$ cat config.mk
export PLATFORM = sky130hd
export DESIGN_NAME = uart_tx_queue
export DESIGN_NICKNAME = d
export VERILOG_FILES = /design/src/rtl/uart_pkg.sv /design/src/rtl/uart_sync_fifo.sv /design/src/rtl/uart_tx_queue.sv
export SDC_FILE = /design/constraint.sdc
export NUM_CORES = 1
export LEC_CHECK = 0
export BUFFER_PORTS_ARGS = -buffer_cell sky130_fd_sc_hd__buf_2
export CORE_MARGIN = 2
export CORE_UTILIZATION = 61
export DETAILED_ROUTE_END_ITERATION = 8
export PLACE_DENSITY = 0.82
export SLEW_MARGIN = 15
export SYNTH_ARGS = -nofsm -noshare
export SYNTH_HDL_FRONTEND = slang
export SYNTH_HIERARCHICAL = 1
export SYNTH_SLANG_ARGS = --single-unit
$ cat constraint.sdc
create_clock -name clk -period 3 [get_ports clk]
set_input_delay 0.3 -clock clk [delete_from_list [all_inputs] [get_ports clk]]
set_output_delay 0.3 -clock clk [all_outputs]
set_load 0.01 [all_outputs]
$ cat src/rtl/uart_pkg.sv
// Shared UART definitions: default widths/depths and the TX queue FSM state type.
package uart_pkg;

  localparam int unsigned UART_DATA_WIDTH = 8;
  localparam int unsigned UART_TXQ_DEPTH  = 16;

  typedef enum logic [1:0] {
    StIdle,
    StIssue,
    StWaitBusy,
    StWaitDone
  } txq_state_t;

endpackage

$ cat src/rtl/uart_sync_fifo.sv
// Generic circular FIFO with occupancy counter; storage is flopped and the head entry is
// presented directly so the consumer can capture it on the pop edge.
module uart_sync_fifo
  import uart_pkg::*;
#(
  parameter int unsigned DATA_WIDTH = UART_DATA_WIDTH,
  parameter int unsigned DEPTH      = UART_TXQ_DEPTH
) (
  input  logic                    clk,
  input  logic                    rst,
  input  logic                    push_i,
  input  logic [DATA_WIDTH-1:0]   push_data_i,
  input  logic                    pop_i,
  input  logic                    flush_i,
  output logic [DATA_WIDTH-1:0]   pop_data_o,
  output logic [$clog2(DEPTH):0]  count_o,
  output logic                    full_o,
  output logic                    empty_o
);

  localparam int unsigned PtrW = $clog2(DEPTH);
  localparam int unsigned CntW = $clog2(DEPTH) + 1;

  logic [DATA_WIDTH-1:0] mem_q [DEPTH];
  logic [PtrW-1:0]       wr_ptr_q, rd_ptr_q;
  logic [CntW-1:0]       count_q, count_d;
  logic                  full_q, empty_q;
  logic                  do_push, do_pop;

  // Full is judged on the registered flag, so a same-cycle pop never frees a slot early.
  assign do_push = push_i && !full_q && !flush_i;
  assign do_pop  = pop_i && !empty_q && !flush_i;

  always_comb begin
    count_d = count_q;
    if (do_push && !do_pop) begin
      count_d = count_q + 1'b1;
    end else if (do_pop && !do_push) begin
      count_d = count_q - 1'b1;
    end
  end

  always_ff @(posedge clk) begin
    if (rst || flush_i) begin
      wr_ptr_q <= '0;
      rd_ptr_q <= '0;
      count_q  <= '0;
      full_q   <= 1'b0;
      empty_q  <= 1'b1;
    end else begin
      if (do_push) wr_ptr_q <= wr_ptr_q + 1'b1;
      if (do_pop)  rd_ptr_q <= rd_ptr_q + 1'b1;
      count_q <= count_d;
      full_q  <= (count_d == CntW'(DEPTH));
      empty_q <= (count_d == '0);
    end
  end

  always_ff @(posedge clk) begin
    if (do_push) mem_q[wr_ptr_q] <= push_data_i;
  end

  assign pop_data_o = mem_q[rd_ptr_q];
  assign count_o    = count_q;
  assign full_o     = full_q;
  assign empty_o    = empty_q;

endmodule

$ cat src/rtl/uart_tx_queue.sv
// Transmit byte queue feeding UART_TX with a one-cycle enable and busy/done handshake.
// Define UART_TXQ_IRQ_EN to enable the low-watermark interrupt on irq_low_o.
module uart_tx_queue
  import uart_pkg::*;
#(
  parameter int unsigned DATA_WIDTH = UART_DATA_WIDTH,
  parameter int unsigned DEPTH      = UART_TXQ_DEPTH,
  parameter int unsigned LOW_WATER  = 4
) (
  input  logic                   clk,
  input  logic                   rst,
  input  logic [DATA_WIDTH-1:0]  wr_data_i,
  input  logic                   wr_valid_i,
  output logic                   wr_ready_o,
  input  logic                   flush_i,
  output logic [DATA_WIDTH-1:0]  tx_data_o,
  output logic                   tx_en_o,
  input  logic                   tx_busy_i,
  input  logic                   tx_done_i,
  output logic [$clog2(DEPTH):0] count_o,
  output logic                   empty_o,
  output logic                   full_o,
  output logic                   overflow_o,
  output logic                   irq_low_o
);

  txq_state_t            state_q;
  logic [DATA_WIDTH-1:0] head_data;
  logic [DATA_WIDTH-1:0] tx_data_q;
  logic                  tx_en_q;
  logic                  overflow_q;
  logic                  pop;

  // A flush cycle suppresses issue so the discarded head is never sent.
  assign pop        = (state_q == StIdle) && !empty_o && !tx_busy_i && !flush_i;
  assign wr_ready_o = !full_o;

  uart_sync_fifo #(
    .DATA_WIDTH (DATA_WIDTH),
    .DEPTH      (DEPTH)
  ) u_fifo (
    .clk         (clk),
    .rst         (rst),
    .push_i      (wr_valid_i),
    .push_data_i (wr_data_i),
    .pop_i       (pop),
    .flush_i     (flush_i),
    .pop_data_o  (head_data),
    .count_o     (count_o),
    .full_o      (full_o),
    .empty_o     (empty_o)
  );

  always_ff @(posedge clk) begin
    if (rst) begin
      state_q   <= StIdle;
      tx_en_q   <= 1'b0;
      tx_data_q <= '0;
    end else begin
      tx_en_q <= 1'b0;
      unique case (state_q)
        StIdle: begin
          if (pop) begin
            tx_data_q <= head_data;
            tx_en_q   <= 1'b1;
            state_q   <= StIssue;
          end
        end
        StIssue: state_q <= StWaitBusy;
        StWaitBusy: begin
          // Done before busy is a degenerate short frame; go straight back to idle.
          if (tx_done_i) begin
            state_q <= StIdle;
          end else if (tx_busy_i) begin
            state_q <= StWaitDone;
          end
        end
        StWaitDone: begin
          if (tx_done_i) state_q <= StIdle;
        end
        default: state_q <= StIdle;
      endcase
    end
  end

  always_ff @(posedge clk) begin
    if (rst || flush_i) begin
      overflow_q <= 1'b0;
    end else if (wr_valid_i && full_o) begin
      overflow_q <= 1'b1;
    end
  end

`ifdef UART_TXQ_IRQ_EN
  logic irq_low_q;

  always_ff @(posedge clk) begin
    if (rst) begin
      irq_low_q <= 1'b0;
    end else begin
      irq_low_q <= (32'(count_o) <= LOW_WATER);
    end
  end

  assign irq_low_o = irq_low_q;
`else
  // Low for every legal LOW_WATER (< DEPTH).
  assign irq_low_o = (LOW_WATER >= DEPTH);
`endif

  assign tx_data_o  = tx_data_q;
  assign tx_en_o    = tx_en_q;
  assign overflow_o = overflow_q;

endmodule

[After elaboration in Yosys (flattened, before gate mapping)]
Memory sizes are Yosys's and may differ from the RTL's. A register that Yosys moved wholly into a read port is not among the register bits.
Cells that the tools add are included.
Word-level totals
  flip-flop bits (word level): 19
  RAM bits: 128
  input bits: 14
  output and inout bits: 19
  word-level logic and storage cells: 53
  memories kept: 1
Memory list
  u_fifo.mem_q: depth 16, width 8, read ports 1, clocked after memory_dff 1, wr ports 1, RTL line uart_sync_fifo.sv:24  | logic [DATA_WIDTH-1:0] mem_q [DEPTH];
Operators by class
  $add $sub $neg: 4
  eq/ne operators: 7
  multiplexer cells: 10
  bitwise operators: 1
  reductions and logical operators: 22
Operators with widths (count)
  1-bit logical AND: 10
  5-bit 2-to-1 mux: 2
  4-bit by 1-bit adder with 4-bit output (second input constant): 2
  2-bit 2-to-1 mux: 4
  2-bit case mux with 4 select lines: 1
  1-bit logical NOT: 6
  5-bit by 1-bit adder with 5-bit output (second input constant): 1
  5-bit equality test (second input constant): 1
  5-bit logical NOT: 1
  5-bit by 1-bit subtractor with 5-bit output (second input constant): 1
  2-bit equality test (second input constant): 2
  1-bit 2-to-1 mux: 3
  3-bit != test (second input constant): 1
  3-bit AND reduction: 1
  2-bit by 1-bit equality test with 1-bit output (second input constant): 1
  2-bit logical NOT: 1
  2-bit by 1-bit != test with 1-bit output (second input constant): 1
  2-bit != test (second input constant): 1
  2-bit AND reduction: 1
  2-bit OR reduction: 1
  1-bit logical OR: 1
  1-bit inverter: 1

[Depth between registers and ports, before layout]
  word-level depth: 10
  mapped depth: 9
  depth with buffers taken out: 8

[Cells and area by module]
Netlist, hierarchy kept.
By module, submodules not included
  uart_sync_fifo: instances 1, cells an instance 312, area each 5925.7 sq um, sequential area each 4224.1 sq um
  uart_tx_queue: instances 1, cells an instance 51, area each 514.2 sq um, sequential area each 240.2 sq um

[Worst setup path before layout]
OpenSTA, ideal clock, no wires.
  path kind: register to register
  start point: register state_q[0]
  end point: register u_fifo.empty_q, in the netlist u_fifo/empty_o
  setup time: 0.123 ns
  arrival: 2.027 ns
  required time: 2.877 ns
  path slack: 0.850 ns
  cell stages (with the launch flop): 10
  path buffers: 1
  period minus slack after synthesis: 2.150 ns
  cell sequence: dfxtp_1 or2_1 or4_4 clkinv_8 nor2b_1 buf_2 a21oi_1 o31a_1 o22ai_2 o31ai_2
On the way
  longest elaborated chain between the ends: 10
  elaborated cells on any way between the ends: 12
  classes of those cells: mux: 2; reduce/logical: 10
RTL lines
  start: declaration: RTL line uart_tx_queue.sv:27  | txq_state_t state_q;
  start signal: assignment: RTL line uart_tx_queue.sv:56  | state_q <= StIdle;
  start signal: assignment: RTL line uart_tx_queue.sv:66  | state_q <= StIssue;
  start signal: assignment: RTL line uart_tx_queue.sv:69  | StIssue: state_q <= StWaitBusy;
  2-bit logical NOT *: RTL line uart_tx_queue.sv:35  | assign pop = (state_q == StIdle) && !empty_o && !tx_busy_i && !flush_i;
  1-bit logical AND * (3 in series): RTL line uart_tx_queue.sv:35
  net pop: RTL line uart_tx_queue.sv:32  | logic pop;
  1-bit logical AND * (2 in series): RTL line uart_sync_fifo.sv:32  | assign do_pop = pop_i && !empty_q && !flush_i;
  1-bit logical AND / 1-bit logical NOT (equally long branches): RTL line uart_sync_fifo.sv:38, uart_sync_fifo.sv:36
  5-bit 2-to-1 mux / 1-bit logical AND (equally long branches): RTL line uart_sync_fifo.sv:38, uart_sync_fifo.sv:36
  5-bit 2-to-1 mux *: RTL line uart_sync_fifo.sv:36  | if (do_push && !do_pop) begin
  5-bit logical NOT *: RTL line uart_sync_fifo.sv:55  | empty_q <= (count_d == '0);
  end signal: assignment: RTL line uart_sync_fifo.sv:55
  end: declaration: RTL line uart_sync_fifo.sv:27  | logic full_q, empty_q;
The timed path passes the listed nets; every way through them passes the cells marked *.
A chain may end at the register's enable or synchronous reset.

[Final worst setup path]
  start point: register state_q[0]
  end point: register u_fifo.full_q, in the netlist u_fifo/full_o
On the way
  longest elaborated chain between the ends: 10
  elaborated cells on any way between the ends: 12
  classes of those cells: eq/ne: 1; mux: 2; reduce/logical: 9
RTL lines
  2-bit logical NOT *: RTL line uart_tx_queue.sv:35
  1-bit logical AND * (3 in series): RTL line uart_tx_queue.sv:35
  net pop: RTL line uart_tx_queue.sv:32
  1-bit logical AND * (2 in series): RTL line uart_sync_fifo.sv:32
  1-bit logical AND / 1-bit logical NOT (equally long branches): RTL line uart_sync_fifo.sv:38, uart_sync_fifo.sv:36
  5-bit 2-to-1 mux / 1-bit logical AND (equally long branches): RTL line uart_sync_fifo.sv:38, uart_sync_fifo.sv:36
  5-bit 2-to-1 mux *: RTL line uart_sync_fifo.sv:36
  5-bit equality test *: RTL line uart_sync_fifo.sv:54  | full_q <= (count_d == CntW'(DEPTH));
  end signal: assignment: RTL line uart_sync_fifo.sv:54
  end: declaration: RTL line uart_sync_fifo.sv:27
Marks and branches as above.

==> summary.txt <==
Worst Skew: 11.3 ps
Synth warnings: 6
Crit path max-delay cell type: or4_4
DP Worst Slack: 659 ps
Area occupied by multi-input gates: 0.00182 mm²
Wire per inst: 23.2 µm
Tot GR Track Use: 0.242
CTS Buf Count: 17
Area delta synth->final: 13.5%
Vias per inst: 6.21
Hold_sp: flush_i
Via count: 3424
Post-route insts no fill: 551
Count of cell types in the netlist: 47
Sequential Power Share: 0.520
Site Rows: 37
Worst-Skew Late Latency: 510 ps
Max Freq: 0.431 GHz
Die height: 107 µm
Syn Std Cell Area: 0.00644 mm²
# diodes: 0
Register area share after synthesis: 0.693
DRC Markers: 0
Initial DRC count: 346
Pleak: 2.37 nW
Final period utilization: 0.773
Tot Pwr: 4.61 mW
Maximum clock path buffer count: 2
Synth async-reset ratio: 0
Worst VDD drop: 0.000417 V
Family with the most delay on the worst path: simple AND/OR/NAND/NOR gates
R2R Setup Slk: 680 ps
Largest net degree at the start of global routing: 33
Gate power share: 0.025
Cell Pwr Density: 630 mW/mm²
Worst EP arrival: 2730 ps
Register area: 0.00447 mm²
CTS tree: done
Vias in the first global route: 3399
Internal power: 3.64 mW
Reg-to-reg critical path endpoint: u_fifo/full_o$_SDFF_PP0_
Layout cells sized above 1: 0.299
Setup TNS: 0 ps
Critical path peak fanout: 10
Status: complete, no violations
Routability cong.: 0.869
Worst Tran Pin Value: 971 ps
CP Buf/Inv Count: 1
Slew HR: 0.351
Fin. max-slew vios: 0
I/O Pins: 33
Drt first pass iters: 5
Initial Utilization: 0.627
Most common cell after layout, fill and taps aside: edfxtp_1
Total wire length: 12800 µm
Nets: 423
Final Hold Fails: 0
CP endpoint kind: flop
Post-DP HPWL: 7690 µm
Kind of critical path: reg -> reg
Hold endpoint: overflow_o$_SDFFE_PP0P_
Number of fill cells: 601
Crit-path cells: or2_1 > or4_4 > clkinv_8 > nand2b_1 > nand2_1 > a21oi_1 > o32a_2 > nor4_2
Inst Count DP: 518
Initial antenna violation count: 0
Syn_nets: 384
Final Setup Violations: 0
Fin crit period: 2320 ps
Ys flop type: edfxtp_1
Average size of a mapped cell: 17.7 µm²
Max-cap viol count: 0
Clock power frac: 0.454
Worst reg-to-reg path cell count: 8
CTS Root Cell: clkbuf_8
CP peak stage delay: 480 ps
CTS Sinks: 159
Antenna Nets Post-Route: 0
Commonest non-fill, non-tap cells in the layout: edfxtp_1, mux4_2, buf_2, dfxtp_1, nor2_1
CTS H-tree lvls: 4
Sw Ratio: 0.210
Number of synthesized flops with an enable pin: 128
NetSw: 0.967 mW
RSZ-0062 raised after global routing: false
Die area: 0.0114 mm²
Worst reg2reg path startpoint: state_q[0]$_SDFFE_PP0P_
Post-Synthesis Cells: 363
Crit path launch type: flop
Die X-Extent: 107 µm
Core area: 0.0103 mm²
Post_cts resized: 0
First-pass GRT wire length: 19900 µm
GRT Residual Overflow: 0
Worst EP required: 3420 ps
Worst Hold Class: in -> reg
Seq cells post-synth: 159
Port bufs: 31
Setup ws final: 682 ps
Clock-pin slew on the worst setup and hold paths: 70 ps
Hold depth: 2
## worst reg2reg max path: stages, from the launching register on
cell,delay [ps]
dfxtp_1,300
or2_1,240
or4_4,480
clkinv_8,110
nand2b_1,150
nand2_1,220
a21oi_1,90
o32a_2,370
nor4_2,270
## worst max-delay path by stage
stage                             from  slack (ps)  depth (start not counted)                        end
5_1_grt        state_q[0]$_SDFFE_PP0P_         590                          8   u_fifo/full_o$_SDFF_PP0_
3_3_place_gp                 tx_busy_i         750                          9  u_fifo/empty_o$_SDFF_PP1_
2_1_floorplan  state_q[0]$_SDFFE_PP0P_         850                          9  u_fifo/empty_o$_SDFF_PP1_
4_1_cts        state_q[0]$_SDFFE_PP0P_         680                          8   u_fifo/full_o$_SDFF_PP0_
3_5_place_dp                 tx_busy_i         660                          9   u_fifo/full_o$_SDFF_PP0_
6_report       state_q[0]$_SDFFE_PP0P_         680                          8   u_fifo/full_o$_SDFF_PP0_
## routing by layer
layer	vias up	global-route usage	wire [µm]
li1	1493	-	-
met3	9	0.0571	861
met4	0	0.0686	82
met2	169	0.402	6670
met5	-	0	0
met1	1753	0.327	5150
## registers in the layout, summed over array words and instances, names as in the netlist, named ones only
signal / count
u_fifo/wr_ptr_q: 4
tx_en_o: 1
u_fifo/rd_ptr_q: 4
u_fifo/full_o: 1
tx_data_o: 8
u_fifo/mem_q: 128
u_fifo/empty_o: 1
u_fifo/count_o: 5
overflow_o: 1
state_q: 2
## through the flow
| stage | util | hold WS, ps | area [µm²] |
|---|---|---|---|
| finish | 0.711 | 126 | 7310 |
| CTS | 0.711 | 112 | 7310 |
| floorplan | - | 379 | 6440 |
| global route | 0.711 | 120 | 7310 |
| detailed placement | 0.654 | 463 | 6720 |
| global placement | 0.654 | 461 | 6720 |
## cell type report
class	instances	share of cell area
inverters	6	0.00479
clock inverters	13	0.0211
flip-flops and latches	159	0.611
clock buffers	19	0.0577
multi-input cells	177	0.248
repair buffers	41	0.0336
well taps	136	0.0233
## synth_stat cells (2+ instances only)
cell,number,share of area
or4_4,2,0.0035
buf_2,4,0.0031
a21boi_0,2,0.0023
dfxtp_1,31,0.096
nor3_1,7,0.0054
nor4_1,3,0.0029
inv_1,5,0.0029
nand2_1,13,0.0076
buf_1,6,0.0035
ha_1,7,0.014
a21oi_1,9,0.0070
mux4_2,40,0.14
nor2b_1,2,0.0019
mux2i_1,8,0.012
clkbuf_1,5,0.0029
nor2_1,26,0.015
nand4_1,3,0.0029
a211oi_1,2,0.0023
buf_6,5,0.0087
nand2b_1,20,0.019
nand3_1,3,0.0023
xor2_1,6,0.0082
xnor2_1,3,0.0041
edfxtp_1,128,0.60
## cell families after synthesis
logic type      Yosys count  share of synthesized area
other cells               1                   0.000582
mux                      48                      0.152
buf+inv                  27                     0.0249
xor+xnor                  9                     0.0122
flops                   159                      0.693
fa+ha+maj                 7                     0.0136
simple gates             91                     0.0775
compound gates           21                     0.0256
## what timing repair did
action	CTS	global route
setup buffers	0	0
endpoints found under the hold margin	1	0
hold buffers	1	0
## power groups by stage
stage	logic (mW)	clock network (mW)	registers [mW]
floorplan	0.0637	0	2.45
finish	0.117	2.09	2.40
global placement	0.107	0	2.44
CTS	0.116	2.13	2.40
detailed placement	0.113	0	2.44
global route	0.128	2.21	2.40
(Power assumes the default switching activity.)
